<file path="src/rtl/mem_xor_copy.sv">
`default_nettype none
// ============================================================================
// Module   : mem_xor_copy
// Purpose  : Memory-side XOR copy engine. On an accepted start it reads len
//            bytes from src_addr, XORs each with a working key, and writes
//            the result to dst_addr. Each byte takes one READ cycle and one
//            WRITE cycle.
// Ports    : clk, rst_n (async, active-low)
//            i_start, i_src_addr, i_dst_addr, i_len, i_key : job request
//            o_busy, o_done                                : status
//            o_mem_read, o_mem_write, o_mem_address,
//            o_mem_write_data, i_mem_read_data             : memory port
//            o_checksum : 8-bit sum of written bytes (XCOPY_CHECKSUM_EN only)
// Params   : KEY_ROT - nonzero rotates the working key left by 1 after
//            each written byte
// Config   : XCOPY_CHECKSUM_EN - adds o_checksum and its accumulator
// Revision : 1.0 - initial release
// ============================================================================
module mem_xor_copy #(
  parameter int KEY_ROT = 0
) (
  input  logic       clk,
  input  logic       rst_n,
  input  logic       i_start,
  input  logic [7:0] i_src_addr,
  input  logic [7:0] i_dst_addr,
  input  logic [7:0] i_len,
  input  logic [7:0] i_key,
  output logic       o_busy,
  output logic       o_done,
  output logic       o_mem_read,
  output logic       o_mem_write,
  output logic [7:0] o_mem_address,
  output logic [7:0] o_mem_write_data,
  input  logic [7:0] i_mem_read_data
`ifdef XCOPY_CHECKSUM_EN
  ,
  output logic [7:0] o_checksum
`endif
);

  typedef enum logic [1:0] {
    S_IDLE  = 2'd0,
    S_READ  = 2'd1,
    S_WRITE = 2'd2,
    S_DONE  = 2'd3
  } state_t;

  state_t     r_state;
  logic [7:0] r_src;
  logic [7:0] r_dst;
  logic [7:0] r_len;
  logic [7:0] r_idx;
  logic [7:0] r_wkey;
  logic [7:0] r_buf;

  logic [7:0] w_idx_next;
  logic       w_more;
  logic [7:0] w_wkey_next;

  assign w_idx_next  = r_idx + 8'd1;
  // 9-bit compare so idx+1 never wraps before being tested against len
  assign w_more      = ({1'b0, r_idx} + 9'd1) < {1'b0, r_len};
  assign w_wkey_next = (KEY_ROT != 0) ? {r_wkey[6:0], r_wkey[7]} : r_wkey;

  // Write data is a pure decode of registers; the write strobe gates it to
  // zero outside WRITE (and during reset, since the strobe is reset).
  assign o_mem_write_data = o_mem_write ? (r_buf ^ r_wkey) : 8'h00;

`ifdef XCOPY_CHECKSUM_EN
  logic [7:0] r_checksum;
  assign o_checksum = r_checksum;
`endif

  always_ff @(posedge clk or negedge rst_n) begin
    if (!rst_n) begin
      r_state       <= S_IDLE;
      r_src         <= 8'h00;
      r_dst         <= 8'h00;
      r_len         <= 8'h00;
      r_idx         <= 8'h00;
      r_wkey        <= 8'h00;
      r_buf         <= 8'h00;
      o_busy        <= 1'b0;
      o_done        <= 1'b0;
      o_mem_read    <= 1'b0;
      o_mem_write   <= 1'b0;
      o_mem_address <= 8'h00;
`ifdef XCOPY_CHECKSUM_EN
      r_checksum    <= 8'h00;
`endif
    end else begin
      o_done <= 1'b0;
      case (r_state)
        S_IDLE: begin
          o_busy        <= 1'b0;
          o_mem_read    <= 1'b0;
          o_mem_write   <= 1'b0;
          o_mem_address <= 8'h00;
          if (i_start) begin
            r_src  <= i_src_addr;
            r_dst  <= i_dst_addr;
            r_len  <= i_len;
            r_idx  <= 8'h00;
            r_wkey <= i_key;
`ifdef XCOPY_CHECKSUM_EN
            r_checksum <= 8'h00;
`endif
            if (i_len != 8'h00) begin
              // Registered outputs: present the first READ address now
              r_state       <= S_READ;
              o_busy        <= 1'b1;
              o_mem_read    <= 1'b1;
              o_mem_address <= i_src_addr;
            end else begin
              r_state <= S_DONE;
              o_done  <= 1'b1;
            end
          end
        end

        S_READ: begin
          r_buf         <= i_mem_read_data;
          r_state       <= S_WRITE;
          o_mem_read    <= 1'b0;
          o_mem_write   <= 1'b1;
          o_mem_address <= r_dst + r_idx;
        end

        S_WRITE: begin
          r_idx       <= w_idx_next;
          r_wkey      <= w_wkey_next;
          o_mem_write <= 1'b0;
`ifdef XCOPY_CHECKSUM_EN
          r_checksum  <= r_checksum + o_mem_write_data;
`endif
          if (w_more) begin
            r_state       <= S_READ;
            o_mem_read    <= 1'b1;
            o_mem_address <= r_src + w_idx_next;
          end else begin
            r_state       <= S_DONE;
            o_busy        <= 1'b0;
            o_done        <= 1'b1;
            o_mem_address <= 8'h00;
          end
        end

        S_DONE: begin
          r_state <= S_IDLE;
        end

        default: begin
          r_state <= S_IDLE;
        end
      endcase
    end
  end

endmodule
`default_nettype wire

</file>
<file path="config.mk">
export PLATFORM = sky130hd
export DESIGN_NAME = mem_xor_copy
export DESIGN_NICKNAME = d
export VERILOG_FILES = /design/src/rtl/mem_xor_copy.sv
export SDC_FILE = /design/constraint.sdc
export NUM_CORES = 1
export LEC_CHECK = 0
export ABC_CLOCK_PERIOD_IN_PS = 2800
export BUFFER_PORTS_ARGS = -buffer_cell sky130_fd_sc_hd__buf_4
export CORE_MARGIN = 2
export CORE_UTILIZATION = 53
export CTS_BUF_LIST = sky130_fd_sc_hd__clkbuf_4 sky130_fd_sc_hd__clkbuf_8
export DETAILED_ROUTE_END_ITERATION = 10
export HOLD_SLACK_MARGIN = 0.15
export PLACE_DENSITY = 0.85
export SLEW_MARGIN = 20
export SYNTH_ARGS = -nofsm -noshare
export SYNTH_HDL_FRONTEND = slang
export SYNTH_SLANG_ARGS = --single-unit
</file>
<file path="constraint.sdc">
create_clock -name clk -period 2.8 [get_ports clk]
set_input_delay 0.56 -clock clk [delete_from_list [all_inputs] [get_ports clk]]
set_output_delay 0.56 -clock clk [all_outputs]
set_load 0.1 [all_outputs]
</file>
* Word level (Yosys, flattened, before mapping)
Index checks and enable logic that the tools add are counted.
** Word-level totals
- Register bits after elaboration :: 62
- Output and inout port bits :: 20
- Word-level logic and storage cells :: 56
** Cells by class
- Magnitude comparators :: 1
- Equality and inequality tests :: 6
- Reductions and logical operators :: 10
- Add/sub/neg operators :: 4
- Bitwise logic cells :: 1
- Muxes and demuxes :: 22
** Operators with widths (count)
- $mux W8 :: 5
- $pmux W8 S3 :: 1
- $add A8 B8 Y8 :: 2
- $pmux W8 S2 :: 1
- $add A8 B1 Y9 const B :: 1
- $lt A9 B8 Y1 :: 1
- $add A8 B1 Y8 const B :: 1
- $pmux W2 S4 :: 1
- $reduce_and A2 Y1 :: 4
- $reduce_bool A8 Y1 :: 1
- $xor A8 B8 Y8 :: 1
- $mux W1 :: 7
- $mux W2 :: 3
- $ne A2 B2 Y1 const B :: 3
- $pmux W1 S2 :: 3
- $eq A2 B2 Y1 const B :: 2
- $reduce_bool A2 Y1 :: 2
- $pmux W1 S3 :: 1
- $reduce_bool A3 Y1 :: 1
- $eq A2 B1 Y1 const B :: 1
- $logic_not A2 Y1 :: 1
- $reduce_or A2 Y1 :: 1

* Logic depth before layout (Yosys ltp)
Gate-level depths: netlist of the first run.
- Depth in word-level cells :: 4
- Gate-level depth with buffers :: 11
- Mapped depth without buffers :: 11

* Least setup slack after synthesis of the first run
Ideal clock, no wire load.
- Path kind :: register -> register
- Start :: register r_idx[0]
- End :: register o_mem_address[6]
- Library setup time :: 0.086 ns
- Slack :: 0.191 ns
- Data required time :: 2.714 ns
- Cell stages (with the launch flop) :: 12
- Arrival time :: 2.524 ns
- Cells stage by stage :: dfrtp_1 ha_1 nand3_4 nor2_4 xor2_1 ha_1 a21oi_1 o22ai_2 a311oi_4 and4_4 o311ai_1 a32oi_1
** Between the ends
- Cells in the longest elaborated chain, start to end :: 4
- Elaborated cells between the ends (all ways) :: 7
- Those cells by class :: 4 x add/sub; 1 x order compare; 2 x mux
** RTL lines
- start, declared :: RTL line 53 : logic [7:0] r_idx;
- start signal, assigned :: RTL line 131 : r_idx <= w_idx_next;
- $add A8 B1 Y8 or $add A8 B1 Y9 (tied branches) :: RTL line 61, 63
- $add A8 B8 Y8 or $lt A9 B8 Y1 (tied branches) :: RTL line 140, 63
- $mux W8 :: RTL line 137 : if (w_more) begin
- $pmux W8 S3 * :: RTL line 94 : case (r_state)
- end signal, assigned :: RTL line 114 : o_mem_address <= i_src_addr;
- end signal, assigned :: RTL line 127 : o_mem_address <= r_dst + r_idx;
- end signal, assigned :: RTL line 140 : o_mem_address <= r_src + w_idx_next;
- end, declared :: RTL line 33 : output logic [7:0] o_mem_address,
Every way passes the cells marked *; elsewhere a longest branch is shown, timed or not.
A chain may end at the register's enable or synchronous reset.

* Worst setup path after layout of the first run
- Start :: register r_idx[1]
- End :: register o_mem_address[6]
Same word-level chain as after synthesis.

==> impl_metrics.toml, run 1 <==
[critical_path]
crit_buf_inv = 0
worstPathRequired_ps = 3060
cp_max_fo = 5
max_stage_delay_ps = 360
slowest_stage = "dfrtp_1"
crit_family = "compound AO/OA/AOI/OAI gates"
cp.arrival_ps = 2980
crit_chain = "ha_2, nand3_4, nor2_4, xor2_2, ha_1, a21oi_1, o22ai_2, a311oi_4, and4_4, o311ai_1, a32oi_1"
startpoint_type = "flip-flop"
endpoint_kind = "flip-flop"
worst-setup-path-type = "flip-flop to flip-flop"

[routing]
totalWireLength_um = 8240
dr_wl_met2_um = 4120
drtIter0Drc = 225
met3_length_um = 384
post-route-drc-count = 0
num_vias = 2844
firstDrtPassIters = 4
postRouteAntennaNets = 0
routed.top_layer = "met4"
routedWlPerCell_um = 16.7
routedLengthMet1_um = 3580
drt-vias-per-instance = 5.75

[synth]
syn_area_mm2 = 0.00368
ys_top_cells_by_count = "62 x dfrtp_1, 43 x mux2_2, 26 x ha_1"
yosysMostFrequentCell = "dfrtp_1"
synth.avg_cell_area_um2 = 10.8
synth_top_cell_area_share_pct = 42.1
synth_top_area_cell = "dfrtp_1"
ys.warnings.count = 0
async_reset_ff_share_pct = 100
synth_top_flop_cell = "dfrtp_1"
syn_inst = 340
synthTopCellsByArea = "dfrtp_1 42%, mux2_2 13%, ha_1 8.8%, xor2_1 3.6%, a21oi_1 2.4%"
ys_types = 53
synth_edf_count = 0
ys_seq_area_share_pct = 42.1
synth_nets = 411
ys_seq_elements = 62

[sta]
period_share_pct = 97.1
drv_slew = 0
rsz0062_at_grt = "true"
fin_setup_tns_ps = 0
tightest_slew_ps = 771
period_needed_ps = 2720
clock.fmax_ghz = 0.368
setup_viol = 0
hold_violations = 0
skew_ps = 10.7
slew_headroom_pct = 48.6
whs_ps = 274

[cts]
numClockSinks = 62
clk_pin_slew_ps = 70
tritoncts = "built"
insertion_delay_ps = 350
postCtsSetupBuffers = 0
cts_buffer_depth = 2
numCtsBuffers = 9
htree_num_levels = 3
clockRootBuffer = "clkbuf_8"

[final_layout]
num_antenna_cells = 0
final_util_pct = 66.4
fin_nets = 481
area_growth_pct = 21.9
drive_gt1_share_pct = 34.5
final_area_mm2 = 0.00449

[die]
die_area_mm2 = 0.00763
die_w_um = 87.3
start_util_pct = 54.5
rows = 30
io_pins = 63
dieHeight_um = 87.3
core_region_area_mm2 = 0.00676

[placement]
dpl.hpwl_um = 6140
gp_congestion = 0.902
io_buffers = 62
dpl_cell_area_mm2 = 0.00425

[run]
cap_violations = 0

[global_route]
grt_pass1_vias = 2872
grt_max_degree = 63
track_usage_pct = 22.6
antenna_found_initial = 0
grt_pass1_wl_um = 13300
grt_overflow_total = 0

[status]
status = "finished clean"

[hold_path]
hold_path.class = "input port to asynchronous set/reset pin"
state kept, by name, indices dropped and copies added (netlist names):
| signal | cells |
|---|---|
| o_done | 1 |
| r_wkey | 8 |
| r_len | 8 |
| r_state | 2 |
| r_buf | 8 |
| o_mem_address | 8 |
| o_busy | 1 |
| o_mem_read | 1 |
| r_dst | 8 |
| r_idx | 8 |
| r_src | 8 |
| o_mem_write | 1 |
final timing paths:
| check | startpoint | to | slack, ps | depth (start not counted) |
|---|---|---|---|---|
| min in group clk | i_key[3] | r_wkey[3] | 440 | 2 |
| min reg2reg | o_mem_address[4] | o_mem_address[4] | 500 | 2 |
| max in group asynchronous | rst_n | r_src[7] | 2010 | 1 |
| max reg2reg | r_idx[1] | o_mem_address[6] | 80 | 11 |
| min | rst_n | r_wkey[6] | 270 | 1 |
| max | r_idx[1] | o_mem_address[6] | 80 | 11 |
layout make-up:
cell class | instances | area (um^2)
fillers | 500 | 2270
multi-input cells | 246 | 2010
flip-flops and latches | 62 | 1550
repair buffers | 70 | 526
clock buffers | 10 | 131
well taps | 80 | 100
clock inverters | 6 | 86.3
inverters | 21 | 78.8
through the flow:
stage          worst slack, ps  cells
6_report                  81.4    495
5_1_grt                 -0.656    495
4_1_cts                   52.7    495
3_5_place_dp              34.9    479
3_3_place_gp               197    479
2_1_floorplan              191    340
layer usage:
layer | GRT usage [%] | up-vias
met1 | 29.2 | 1384
li1 | - | 1357
met4 | 8.81 | 0
met5 | 0 | -
met3 | 5.50 | 16
met2 | 36.8 | 87
cell usage in the layout (no fill, tap or decap), drive strengths merged, types with 2 or more instances in the layout:
cell type and instances:
bufinv 2, nand3b 2, xnor2 7, nand2b 6
nor2 17, nand3 12, clkinv 3, o21ai 16
a211oi 3, xor2 15, buf 70, nor3 5
a221oi 5, nand4 4, nand2 20, a22o 4
nor2b 5, a32o 2, nor4 2, and3 2
and2 10, ha 26, a32oi 2, inv 21
a21oi 18, fa 2, or3 2, mux2 43
dfrtp 62, clkbuf 10, o211ai 2
worst reg2reg max path, delay by kind of cell (launching register included):
| family | cells | cell delay (ps) |
|---|---|---|
| AOI/OAI and AO/OA | 5 | 930 |
| and+or+nand+nor | 3 | 610 |
| adders and majority gates | 2 | 530 |
| xor gates and xnor gates | 1 | 220 |
| DFF | 1 | 360 |
what timing repair did:
item                       4_1_cts  5_1_grt
pin swaps                        0        1
hold buffers                     0        0
gates resized for setup          1        2
setup endpoints to repair        1        6
cell families after synthesis:
family          share of synthesized area, %
fa+ha+maj                               9.93
compound gates                          12.2
mux                                     13.2
flops                                   42.1
xor+xnor                                5.85
buf+inv                                 3.64
simple gates                            13.1
Power of run 1 is not shown: default switching activity piles up to over one toggle a cycle in this logic, so the estimate is an artifact.
==> inputs of run 2 (changes only) <==
Settings changed: PLACE_DENSITY 0.85 to 0.77.
==> run 2 against run 1 <==
- maximum frequency is 3.0% higher
- first-iteration DRC count is 48% lower
- non-clock buffer count stayed put
- clock skew is 2.2 ps lower
- count of clock-buffer cells in the layout is 3 higher
- sequential cell count stayed put
- final area is 0.50% higher
- utilization is 0.33 points higher
- critical endpoint is now o_mem_address[7]
==> impl_metrics.toml, run 2 (synthesized netlist as in run 1, its figures left out) <==
[status]
status = "finished clean"

[sta]
whs_ps = 277
setup_viol = 0
period_share_pct = 94.3
clock.fmax_ghz = 0.379
hold_violations = 0
setup_ws_ps = 160
fin_setup_tns_ps = 0
period_needed_ps = 2640
slew_headroom_pct = 47.8
skew_ps = 8.47
drv_slew = 0
rsz0062_at_grt = "false"
tightest_slew_ps = 783

[die]
rows = 30
io_pins = 63
core_region_area_mm2 = 0.00676
die_w_um = 87.3
dieHeight_um = 87.3
start_util_pct = 54.5
die_area_mm2 = 0.00763

[routing]
totalWireLength_um = 8080
drt-vias-per-instance = 5.58
firstDrtPassIters = 4
postRouteAntennaNets = 0
drtIter0Drc = 116
post-route-drc-count = 0
routedWlPerCell_um = 16.3
num_vias = 2763

[global_route]
grt_pass1_vias = 2807
grt_overflow_total = 0
grt_pass1_wl_um = 13600
grt_max_degree = 63
antenna_found_initial = 0
track_usage_pct = 23.4

[critical_path]
cp.arrival_ps = 2900
worstPathRequired_ps = 3060
worst-setup-path-type = "flip-flop to flip-flop"
max_stage_delay_ps = 400
cp_max_fo = 8
endpoint_kind = "flip-flop"
slowest_stage = "dfrtp_1"
critPathMostFrequentCell = "nand3_1"
crit_chain = "buf_4, nand2_1, nor3_2, xor2_1, ha_1, nand3_1, o22ai_2, a311oi_4, and2_2, nand3_1, a221oi_2"
startpoint_type = "flip-flop"

[hold_path]
hold_path.class = "input port to asynchronous set/reset pin"

[cts]
clockRootBuffer = "clkbuf_8"
numClockSinks = 62
htree_num_levels = 3
cts_buffer_depth = 2
numCtsBuffers = 9
clk_pin_slew_ps = 70
tritoncts = "built"
ctsHoldBuffers = 0
insertion_delay_ps = 360

[final_layout]
fin_nets = 481
drive_gt1_share_pct = 34.9
area_growth_pct = 22.5
final_common_cell = "buf_4"
final_area_mm2 = 0.00451
num_antenna_cells = 0
layout_common_cells = "70 x buf_4, 62 x dfrtp_1, 43 x mux2_2, 25 x ha_1, 21 x inv_1"

[placement]
dpl.hpwl_um = 6040
pre_cts_slack_ps = -23.7
dpl_cell_area_mm2 = 0.00425
io_buffers = 62
gp_congestion = 0.911

[run]
cap_violations = 0
run 2: cell type report:
class                           instances  area (um^2)
Multi-Input combinational cell        246         2030
Tap cell                               80          100
Clock inverter                          3         40.0
Inverter                               21         78.8
Clock buffer                           13          179
Sequential cell                        62         1550
Timing Repair Buffer                   70          526
Fill cell                             519         2250
run 2: final timing paths:
| check | startpoint | endpoint | slack (ps) | cells after the start |
|---|---|---|---|---|
| min in group clk | i_key[5] | r_wkey[5] | 430 | 2 |
| worst min-delay path | rst_n | r_buf[1] | 280 | 1 |
| max in group asynchronous | rst_n | r_idx[3] | 2000 | 1 |
| worst max-delay path | r_idx[0] | o_mem_address[7] | 160 | 11 |
| worst max register to register | r_idx[0] | o_mem_address[7] | 160 | 11 |
| worst min register to register | r_len[5] | r_len[5] | 510 | 1 |
run 2: critical path, delay by kind of cell, from the launching register on:
kind                       cells  cell delay (ps)
adders and majority gates      1              260
AOI/OAI and AO/OA              3              730
xor gates and xnor gates       1              180
buffers and inverters          1              180
DFF                            1              400
and+or+nand+nor                5              790
run 2: layer usage:
layer | part of all wire (%) | GRT usage [%] | wire length [um]
met1 | 47 | 31.3 | 3800
met2 | 47 | 37.2 | 3810
met3 | 4.4 | 4.93 | 358
met4 | 1.3 | 9.37 | 108
met5 | 0 | 0 | 0
run 2: through the flow:
step | instances | utilization, %
6_report | 495 | 66.7
5_1_grt | 495 | 66.7
4_1_cts | 495 | 66.3
3_5_place_dp | 479 | 62.9
3_3_place_gp | 479 | 62.9
2_1_floorplan | 340 | -
run 2: what timing repair did:
item / in CTS / in global routing
endpoints found under the hold margin: 0 / 0
resized for setup: 2 / 4
pin swaps: 0 / 1
setup endpoints to repair: 4 / 7
setup buffers: 0 / 0
Power of run 2 is left out for the same reason.
==> inputs of run 3 (changes only) <==
Settings changed: CORE_UTILIZATION 53 to 40, PLACE_DENSITY 0.77 to 0.6.
==> run 3 against run 2 <==
- non-clock buffer count grew 1
- register-to-register slack lost 30 ps
- hold slack lost 3.4 ps
- sequential share of layout area grew 0.11 points
- worst setup slack lost 27 ps
- maximum frequency shrank 1.0%
- routed wire length grew 1.1%
- cell count grew 6.5%
- die area grew 31%
==> impl_metrics.toml, run 3 (synthesized netlist as in run 1, its figures left out) <==
[status]
status = "finished clean"

[die]
dieHeight_um = 99.9
io_pins = 63
start_util_pct = 40.6
die_area_mm2 = 0.00999
rows = 35
core_region_area_mm2 = 0.00906
die_w_um = 99.9

[sta]
period_needed_ps = 2670
period_share_pct = 95.3
rsz0062_at_grt = "false"
tightest_slew_ps = 800
whs_ps = 273
drv_slew = 0
fin_setup_tns_ps = 0
setup_viol = 0
clock.fmax_ghz = 0.375
slew_headroom_pct = 46.7
hold_violations = 0
skew_ps = 9.16

[critical_path]
slowest_stage = "dfrtp_1"
endpoint_kind = "flip-flop"
cp_max_fo = 5
worstRegToRegCells = 11
cp.arrival_ps = 2930
worst-setup-path-type = "flip-flop to flip-flop"
startpoint_type = "flip-flop"
crit_chain = "ha_2, nand3_4, nor2_4, xor2_2, ha_1, a21oi_1, o22ai_2, a311oi_4, and4_4, o311ai_1, a32oi_1"
crit_buf_inv = 0
crit_family = "compound AO/OA/AOI/OAI gates"
reg2reg_from = "r_idx[1]"
r2r_slack_ps = 130
worstPathRequired_ps = 3060
regToRegEndpoint = "o_mem_address[6]"
max_stage_delay_ps = 370

[routing]
drt-vias-per-instance = 5.28
firstDrtPassIters = 4
post-route-drc-count = 0
num_vias = 2784
postRouteAntennaNets = 0
totalWireLength_um = 8170
routedWlPerCell_um = 15.5
drtIter0Drc = 112

[global_route]
track_usage_pct = 16.8
grt_overflow_total = 0
grt_max_degree = 63
grt_pass1_wl_um = 13000
grt_pass1_vias = 2523
antenna_found_initial = 0

[final_layout]
final_area_mm2 = 0.00450
layout_common_cells = "71 x buf_4, 61 x dfrtp_1, 43 x mux2_2, 25 x ha_1, 21 x inv_1"
area_growth_pct = 22.2
drive_gt1_share_pct = 34.6
stdcell_count = 527
final_common_cell = "buf_4"
num_antenna_cells = 0
fin_nets = 482

[cts]
ctsHoldBuffers = 0
postCtsSetupBuffers = 0
insertion_delay_ps = 350
tritoncts = "built"
numCtsBuffers = 9
htree_num_levels = 3
cts_buffer_depth = 2
clk_pin_slew_ps = 70
clockRootBuffer = "clkbuf_8"
numClockSinks = 62

[run]
cap_violations = 0

[hold_path]
hold_path.class = "input port to asynchronous set/reset pin"

[placement]
gp_congestion = 0.844
io_buffers = 62
dpl_cell_area_mm2 = 0.00430
dpl.hpwl_um = 6050
dpl.cell_count = 511
run 3: changes by cell type in the layout (fill, tap and decap cells not counted), moves of 2 or more:
cell / change
clkbuf_4: +2
clkbuf_8: -4
clkinv_2: +2
xnor2_1: +2
xnor2_2: -2
run 3: area by class of cell:
type	count	area [um^2]
clock buffers	11	139
clock inverters	5	50.0
fillers	841	4570
inverters	21	78.8
multi-input cells	246	2010
flip-flops and latches	62	1550
well taps	111	139
repair buffers	71	533
run 3: timing repair:
item                       in CTS  in global routing
gates resized for setup         0                  3
setup endpoints to repair       0                 10
hold endpoints to repair        0                  0
run 3: worst max path at each step:
| stage | from | endpoint | slack, ps | cells after the start |
|---|---|---|---|---|
| after floorplan | r_idx[0] | o_mem_address[6] | 190 | 11 |
| after global placement | r_idx[0] | o_mem_address[6] | 180 | 11 |
| after detailed placement | r_idx[1] | o_mem_address[6] | 60 | 11 |
| after CTS | r_idx[1] | o_mem_address[6] | 2 | 11 |
| after global routing | r_idx[1] | o_mem_address[6] | 5 | 11 |
| final | r_idx[1] | o_mem_address[6] | 130 | 11 |
run 3: layer usage:
layer  GRT usage [%]  wire length [um]  up-vias
met2            24.7              3670       55
met5               0                 0        -
met1            24.1              4030     1362
met4            7.80               150        0
met3            3.27               316       13
li1                -                 -     1354
run 3: stage by stage:
step	util [%]	worst slack [ps]
3_5_place_dp	47.4	59.2
2_1_floorplan	-	191
4_1_cts	49.5	2.30
6_report	49.6	133
3_3_place_gp	47.4	184
5_1_grt	49.6	5.09
Power of run 3 is left out for the same reason.
